[src/rtl/hidden_layer_seq.sv]
// Address/strobe sequencer for the hidden-layer pass: walks every hidden unit
// through a full dot product over single-port RAMs and writes each sum back.
module hidden_layer_seq #(
  parameter int NUM_INPUTS = 784,
  parameter int NUM_HIDDEN = 32,
  parameter int IN_AW      = $clog2(NUM_INPUTS),
  parameter int W_AW       = $clog2(NUM_INPUTS * NUM_HIDDEN),
  parameter int H_AW       = $clog2(NUM_HIDDEN)
) (
  input  logic             clk,
  input  logic             rst_n,
  input  logic             start,
  output logic             busy,
  output logic             done,
  output logic [IN_AW-1:0] addr_input,
  output logic [W_AW-1:0]  addr_weight,
  output logic             mac_clr,
  output logic             mac_en,
  output logic [H_AW-1:0]  addr_hidden,
  output logic             act_we
);

  localparam logic [IN_AW-1:0] LAST_I = IN_AW'(NUM_INPUTS - 1);
  localparam logic [H_AW-1:0]  LAST_H = H_AW'(NUM_HIDDEN - 1);

  typedef enum logic [2:0] {IDLE, CLR, MAC, WRITE, DONE} state_t;

  state_t state;
  // Index k=NUM_INPUTS-2 and k=NUM_INPUTS-1 both present i=LAST_I; this flag
  // tells the two MAC cycles apart without a separate cycle counter.
  logic   last;

  // The address outputs are themselves the i/w/h counters.
  always_ff @(posedge clk) begin
    if (!rst_n) begin
      state       <= IDLE;
      last        <= 1'b0;
      busy        <= 1'b0;
      done        <= 1'b0;
      mac_clr     <= 1'b0;
      mac_en      <= 1'b0;
      act_we      <= 1'b0;
      addr_input  <= '0;
      addr_weight <= '0;
      addr_hidden <= '0;
    end else begin
      case (state)
        IDLE: if (start) begin
          state   <= CLR;
          busy    <= 1'b1;
          mac_clr <= 1'b1;
        end
        CLR: begin
          state       <= MAC;
          mac_clr     <= 1'b0;
          mac_en      <= 1'b1;
          last        <= 1'b0;
          addr_input  <= addr_input + IN_AW'(1);
          addr_weight <= addr_weight + W_AW'(1);
        end
        MAC: begin
          if (addr_input == LAST_I) begin
            if (last) begin
              state  <= WRITE;
              mac_en <= 1'b0;
              act_we <= 1'b1;
            end else begin
              last <= 1'b1;
            end
          end else begin
            addr_input  <= addr_input + IN_AW'(1);
            addr_weight <= addr_weight + W_AW'(1);
          end
        end
        WRITE: begin
          act_we <= 1'b0;
          last   <= 1'b0;
          if (addr_hidden == LAST_H) begin
            state <= DONE;
            busy  <= 1'b0;
            done  <= 1'b1;
          end else begin
            state       <= CLR;
            mac_clr     <= 1'b1;
            addr_hidden <= addr_hidden + H_AW'(1);
            addr_input  <= '0;
            addr_weight <= addr_weight + W_AW'(1);  // next unit's base
          end
        end
        DONE: begin
          state       <= IDLE;
          done        <= 1'b0;
          addr_input  <= '0;
          addr_weight <= '0;
          addr_hidden <= '0;
        end
        default: state <= IDLE;
      endcase
    end
  end

endmodule

[config.mk]
export PLATFORM = sky130hd
export DESIGN_NAME = hidden_layer_seq
export DESIGN_NICKNAME = d
export VERILOG_FILES = /design/src/rtl/hidden_layer_seq.sv
export SDC_FILE = /design/constraint.sdc
export NUM_CORES = 1
export LEC_CHECK = 0
export CORE_MARGIN = 2
export CORE_UTILIZATION = 56
export DETAILED_ROUTE_END_ITERATION = 6
export DONT_BUFFER_PORTS = 1
export PLACE_DENSITY = 0.82
export SYNTH_ARGS = -nofsm -noshare
export SYNTH_HDL_FRONTEND = slang
export SYNTH_SLANG_ARGS = --single-unit
[constraint.sdc]
create_clock -name clk -period 2.3 [get_ports clk]
set_input_delay 0.23 -clock clk [delete_from_list [all_inputs] [get_ports clk]]
set_output_delay 0.23 -clock clk [all_outputs]
set_load 0.02 [all_outputs]
==> results.md, run 1 <==
- The average detailed-routed wire length per instance is 15.08 um.
- The H-tree level count is 2.
- The total power draw is 1.480 mW.
- Timing would allow up to 452.5 MHz.
- The detailed-route DRC error count is 0.
- Setup repair after global routing left no endpoint under its margin.
- The final-layout worst hold slack is 0.02041 ns.
- The number of nets in the synthesized netlist is 244.
- 38 I/O pins were placed.
- The floorplan step set the die height to 63.27 um.
- The number of slew-limit violations in the final report is 0.
- The clock skew is 0.01387 ns.
- The repair_antennas step left the layout with diodes totalling 0.
- The global placer's final weighted congestion is 0.9344.
- The worst setup path is captured at a register.
- The number of nets in the layout is 264.
- In this run, synthesis produced a sequential element count of 39.
- Across the run, the number of max-cap violations was 0.
- The source of the worst register-to-register timing path is addr_hidden[0]$_SDFFE_PN0P_.
- The total CTS buffers is 5.
- At the worst endpoint, the required time is 2.56 ns.
- The share of the cycle needed by the critical path after routing is 0.9608.
- The destination of the critical timing path is addr_input[5]$_SDFFE_PN0P_.
- The shortest period the worst path allows is 2.210 ns.
- Synthesis handed over a netlist of 237 instances.
- The slowest stage of the critical path is the sky130_fd_sc_hd__or4_4 cell.
- The total area inside the core boundary comes to 0.003363 mm2.
- STA puts the critical path data arrival time at 2.47 ns.
- The number of buffer and inverter stages on the critical path is 0.
- For this run the aggregate overflow at the end of global routing stands at 0.
- The filler cells instantiated in the layout total 308.
- The Yosys warning count is 0.
- The reg-to-reg endpoint is addr_input[5]$_SDFFE_PN0P_.
- STA classifies the critical path startpoint as a register.
- Detailed placement ended at an HPWL of 3162 um.
- After detailed routing, the total wire length is 4569 um.
- The final hold violation count is 0.
- The path type of the worst min-delay path is in2reg.
- The via count of the first global-routing pass is 1765.
- The relative area change from synthesis to final layout is 13.17%.
- The first global-routing pass estimated 7734 um of wire.
- For this run, the leading register cell type out of synthesis is sky130_fd_sc_hd__dfxtp_1.
- The clock drives 39 sinks.
- The worst-case headroom to the max-slew limit is 0.6278.
- After floorplanning, the core was divided into 21 placement rows.
- The count of flip-flops with a built-in enable after synthesis is 0.
- VDD sags by at most 470.0 uV.
- The critical path startpoint is addr_hidden[0]$_SDFFE_PN0P_.
- The initial antenna violation count is 0.
- The critical path is of the reg2reg type.
- The number of cells on the worst reg-to-reg path is 8.
- The first detailed-routing pass took 4 iterations.
- At the pin with the least slew margin, the transition time is 0.5571 ns.
- Entering global routing, the biggest net connects 16 pins.
- The residual antenna-violating net count after detailed routing is 0.
- For this run, the slowest stage of the critical path takes 0.50 ns.
- The overall track demand over capacity in global routing is 0.2371.
- After the first detailed-routing iteration, the DRC count stood at 169.
- No sink is reached through more buffers than the 2 on the longest clock path.
- The number of cells on the critical path is 8.
- After routing, the total negative slack on setup checks comes to 0 ns.
- Measured on the finished design, the core utilization comes to 0.6618.
- The total standard cell area after synthesis is 0.001967 mm2.
- The dominant delay contributor by cell family on the critical path is simple AND/OR/NAND/NOR gates.
- Clock tree synthesis selected as its root buffer the cell sky130_fd_sc_hd__clkbuf_4.
- Power spread over the standard cell area amounts to 664.9 mW/mm2.
- The routed layout has 1880 vias.
- The share of cells above drive strength 1 is 0.1595.
- The floorplan step defined a die boundary enclosing 0.004002 mm2.
- The count of endpoints failing setup in the final report is 0.
- Using the TritonRoute via totals, the vias-per-cell ratio works out to 6.205.
- The run finished with clean final reports.
- During placement, the flow inserted port buffers numbering 0.
- The source-to-sink clock delay at the later pin of the worst-skew pair is 0.34 ns.
- TritonCTS built the clock tree.
- The netlist uses 51 different library cells.
- The signal on the critical path passes through ha_1, and3_1, ha_2, a21bo_2, o21a_4, and2_4, or4_4, o22ai_1.
- The CTS clock-pin slew for the worst setup and hold paths is 0.11 ns.
- In this run the mean area of a mapped cell was 8.299 um2.
- Of all flip-flops after synthesis, the portion carrying an async set or reset was 0.
- The width of the die is 63.27 um.
- The largest fanout on the critical path is 7.
- The share of the Yosys chip area taken by registers is 0.3969.
- The initial core utilization is 0.5848.
- Summed over all cells, the static leakage comes to 0.8905 nW.
- The reg-to-reg setup timing slack is 0.09 ns.
[cell families (layout without fill, tap and decap cells)]
kind of cell             count (synthesis)  count (layout)  synth area share
AND/OR/NAND/NOR                        101             101            0.2748
adder cells (fa/ha/maj)                  4               4           0.02545
AO/OA/AOI/OAI                           75              75            0.2436
flip-flops                              39              39            0.3969
XOR/XNOR                                 3               3           0.01336
multiplexers                             1               1          0.005089
buffers and inverters                   14              34           0.04070
[synthesized netlist by cell type (all sizes together) (2+ instances only)]
cell type / number / area share
o22ai: 2 / 0.0064
dfxtp: 39 / 0.40
a21oi: 17 / 0.043
nand2: 18 / 0.036
a21o: 3 / 0.011
inv: 4 / 0.0076
and2: 2 / 0.0076
xor2: 2 / 0.0089
nand4: 6 / 0.019
clkbuf: 5 / 0.0095
nor3: 3 / 0.0076
nor2: 28 / 0.053
buf: 5 / 0.024
or4: 2 / 0.0076
nor4b: 2 / 0.0089
a31oi: 14 / 0.045
and3: 10 / 0.033
o31ai: 3 / 0.011
nand4b: 3 / 0.013
ha: 4 / 0.025
nand2b: 6 / 0.019
o21ai: 23 / 0.059
nand3: 13 / 0.033
a211o: 3 / 0.013
[state kept, by name, summed over array words and instances (netlist names)]
signal,count
last,1
addr_hidden,5
state,3
addr_weight,15
mac_en,1
act_we,1
addr_input,10
busy,1
done,1
mac_clr,1
[final cells by class]
class	count	area, um2	share of cell area
clock buffer	6	41.29	0.01855
multi-input combinational	184	1120	0.5031
tap	46	57.56	0.02586
inverter	4	15.01	0.006745
clock inverter	1	30.03	0.01349
timing repair buffer	23	180.2	0.08094
sequential	39	782.0	0.3513
[layout by cell type, fill, tap and decap left out, types with 3 or more instances in the layout]
master	count
sky130_fd_sc_hd__nand4b_1	3
sky130_fd_sc_hd__clkbuf_4	5
sky130_fd_sc_hd__a21o_1	3
sky130_fd_sc_hd__nand4_1	6
sky130_fd_sc_hd__dfxtp_1	38
sky130_fd_sc_hd__inv_1	4
sky130_fd_sc_hd__nand2b_1	6
sky130_fd_sc_hd__a21oi_1	17
sky130_fd_sc_hd__a31oi_1	14
sky130_fd_sc_hd__nor2_1	28
sky130_fd_sc_hd__nand3_1	13
sky130_fd_sc_hd__buf_4	20
sky130_fd_sc_hd__dlygate4sd3_1	3
sky130_fd_sc_hd__nand2_1	17
sky130_fd_sc_hd__a211o_1	3
sky130_fd_sc_hd__and3_1	8
sky130_fd_sc_hd__o21ai_0	22
sky130_fd_sc_hd__o31ai_1	3
sky130_fd_sc_hd__ha_1	3
sky130_fd_sc_hd__nor3_1	3
[metal layers]
layer | up-vias | wire (um) | part of all wire | global-route usage
li1 | 923 | - | - | -
met1 | 877 | 2083 | 0.46 | 0.3049
met2 | 75 | 2096 | 0.46 | 0.3843
met3 | 5 | 345 | 0.076 | 0.06607
met4 | 0 | 43 | 0.0094 | 0.07880
met5 | - | 0 | 0 | 0
[report_power, final]
part | switching, mW | total (mW) | internal, mW
clock network | 0.209 | 0.434 | 0.224
logic | 0.173 | 0.282 | 0.109
registers | 0.0558 | 0.764 | 0.708
total | 0.438 | 1.48 | 1.04
[timing repair]
action / 4_1_cts / 5_1_grt
resized for setup: 0 / 3
hold buffers: 1 / 2
setup buffers: 0 / 1
endpoints found under the hold margin: 1 / 1
setup endpoints to repair: 0 / 1
[through the flow]
step	setup slack [ns]	cells	cell area (um2)
2_1_floorplan	0.01373	237	1968
3_3_place_gp	0.1388	292	2103
3_5_place_dp	0.06994	292	2103
4_1_cts	0.02541	300	2185
5_1_grt	0.009601	303	2226
6_report	0.09010	303	2226
[worst reg2reg max path, stage by stage, from the launching register on]
cell and delay, ns:
sky130_fd_sc_hd__dfxtp_2 0.34, sky130_fd_sc_hd__ha_1 0.20, sky130_fd_sc_hd__and3_1 0.18, sky130_fd_sc_hd__ha_2 0.18, sky130_fd_sc_hd__a21bo_2 0.23, sky130_fd_sc_hd__o21a_4 0.21
sky130_fd_sc_hd__and2_4 0.16, sky130_fd_sc_hd__or4_4 0.50, sky130_fd_sc_hd__o22ai_1 0.14
[worst min path at each step]
stage,from,end,slack (ns),depth (start not counted)
2_1_floorplan,start,state[0]$_SDFFE_PN0P_,0.42,2
5_1_grt,rst_n,last$_SDFFE_PN0P_,-0.0004,1
3_5_place_dp,rst_n,act_we$_SDFFE_PN0P_,0.36,2
3_3_place_gp,rst_n,act_we$_SDFFE_PN0P_,0.35,2
6_report,rst_n,last$_SDFFE_PN0P_,0.02,1
4_1_cts,rst_n,addr_hidden[4]$_SDFFE_PN0P_,0.004,2
Power figures use the tool's default switching activity.
==> run 2: changes to the inputs <==
- SKIP_LAST_GASP: unset -> 1
==> results of run 2 <==
The final DEF is identical to that of run 1; final timing and power are the same.
==> run 3: changes to the inputs <==
- CAP_MARGIN: unset -> 20
==> results of run 3 <==
The final DEF is identical to that of run 1; final timing and power are the same.
==> edit (config.mk and constraints of run 3) <==
Register the output `addr_input` once more, with the module's reset; this adds one clock of latency there. The other outputs are not delayed to match.
--- a/src/rtl/hidden_layer_seq.sv
+++ b/src/rtl/hidden_layer_seq.sv
@@ -26,4 +26,6 @@
   typedef enum logic [2:0] {IDLE, CLR, MAC, WRITE, DONE} state_t;
 
+  logic [IN_AW-1:0] addr_input_s0;
+
   state_t state;
   // Index k=NUM_INPUTS-2 and k=NUM_INPUTS-1 both present i=LAST_I; this flag
@@ -41,5 +43,5 @@
       mac_en      <= 1'b0;
       act_we      <= 1'b0;
-      addr_input  <= '0;
+      addr_input_s0 <= '0;
       addr_weight <= '0;
       addr_hidden <= '0;
@@ -56,9 +58,9 @@
           mac_en      <= 1'b1;
           last        <= 1'b0;
-          addr_input  <= addr_input + IN_AW'(1);
+          addr_input_s0 <= addr_input_s0 + IN_AW'(1);
           addr_weight <= addr_weight + W_AW'(1);
         end
         MAC: begin
-          if (addr_input == LAST_I) begin
+          if (addr_input_s0 == LAST_I) begin
             if (last) begin
               state  <= WRITE;
@@ -69,5 +71,5 @@
             end
           end else begin
-            addr_input  <= addr_input + IN_AW'(1);
+            addr_input_s0 <= addr_input_s0 + IN_AW'(1);
             addr_weight <= addr_weight + W_AW'(1);
           end
@@ -84,5 +86,5 @@
             mac_clr     <= 1'b1;
             addr_hidden <= addr_hidden + H_AW'(1);
-            addr_input  <= '0;
+            addr_input_s0 <= '0;
             addr_weight <= addr_weight + W_AW'(1);  // next unit's base
           end
@@ -91,5 +93,5 @@
           state       <= IDLE;
           done        <= 1'b0;
-          addr_input  <= '0;
+          addr_input_s0 <= '0;
           addr_weight <= '0;
           addr_hidden <= '0;
@@ -100,4 +102,12 @@
   end
 
+  always_ff @(posedge clk) begin
+    if (!rst_n) begin
+      addr_input <= '0;
+    end else begin
+      addr_input <= addr_input_s0;
+    end
+  end
+
 endmodule
 
Behaviour: not the same (a bounded check fails within 4 cycles, from zero or initial values and one cycle with rst_n low).
==> edit against run 3 <==
- die area increased by 14%
- critical endpoint is now addr_input_s0[9]
- design area increased by 8.1%
- wire length decreased by 5.6%
- utilization decreased by 5.2 points
- sequential cell count increased by 10
- area after synthesis increased by 15%
- largest cell class unchanged
- worst setup slack improved by 0.092 ns
Power is not compared: it rests on default switching activity, and its combinational part moved more than twofold at a synthesized area within 25%.
==> edit: results (changes against run 3) <==
placed cells = 296 (+1.4%)
met2 Use GR = 29.21% (-9.2 points)
post-synthesis xor/xnor area fraction = 5.441% (+4.1 points)
Wirelength per Cell = 14.18 um (-6.0%)
Skew-Pair Late Insertion Delay = 0.30 ns (-0.04 ns)
Layout Cells excl Fill = 304 (+0.33%)
met2 routed WL = 1956 um (-6.7%)
WHS Path Cells = 2 (+1)
CP Data Arrival Time = 2.36 ns (-0.11 ns)
share of layout cells above drive strength 1 = 10.24% (-5.7 points)
top post-synthesis cells by count = 49 x dfxtp_1, 23 x nand2_1, 23 x nor2_1
Adder-Cell Fraction of Synth Area = 2.221% (-0.32 points)
unique cell type count in the Yosys netlist = 52 (+2.0%)
status = completed
number of global-route vias before repair = 1,538 (-13%)
Tot GR Track Use = 20.20% (-3.5 points)
routed length on met3 = 234 um (-32%)
Cell Area, Placed = 2326 um^2 (+11%)
top flop regs = addr_weight (15), addr_input (10), addr_input_s0 (10)
DR iter-0 viols = 168 (-0.59%)
Synth Net Count = 254 (+4.1%)
crit-path max FO = 8 (+1)
Final Skew = 0.002891 ns (-0.01098 ns)
Seq/Total Area, Yosys = 43.53% (+3.8 points)
Nets = 260 (-1.5%)
period utilisation layout = 92.08% (-4.0 points)
ranking of synthesized cells by area = dfxtp_1 44%, xnor2_1 4.3%, nand2_1 3.8%, nor2_1 3.8%, and2_1 3.6%
Avg Cell Area, Syn = 9.123 um^2 (+9.9%)
met1 wire length = 2045 um (-1.8%)
met3 GRT Util = 7.000% (+0.39 points)
first-pass GRT wire length = 6900 um (-11%)
## edit: cell type report
cell class                 instances  area (um^2)
clock buffer                       8        80.08
tap                               50        62.56
sequential                        49        980.9
timing repair buffer              11        82.58
multi-input combinational        181         1181
inverter                           5        18.77
fill                             325         1536
## edit: power by group through the flow
| stage | Sequential, W | Combinational [W] | Clock (W) |
|---|---|---|---|
| after detailed placement | 0.000927 | 0.000127 | 0 |
| after global routing | 0.000912 | 0.000140 | 0.000525 |
| after global placement | 0.000926 | 0.000125 | 0 |
| after floorplan | 0.000926 | 0.000103 | 0 |
| after CTS | 0.000907 | 0.000128 | 0.000493 |
| final | 0.000907 | 0.000127 | 0.000477 |
## edit: worst max-delay path, cell delays in order (launching register included)
cell and delay, ns:
dfxtp_1 0.32, ha_1 0.20, and3_1 0.18, ha_1 0.21
nand2_1 0.14, nand2_1 0.23, nand3_2 0.23, or4b_1 0.45
nand3_1 0.10
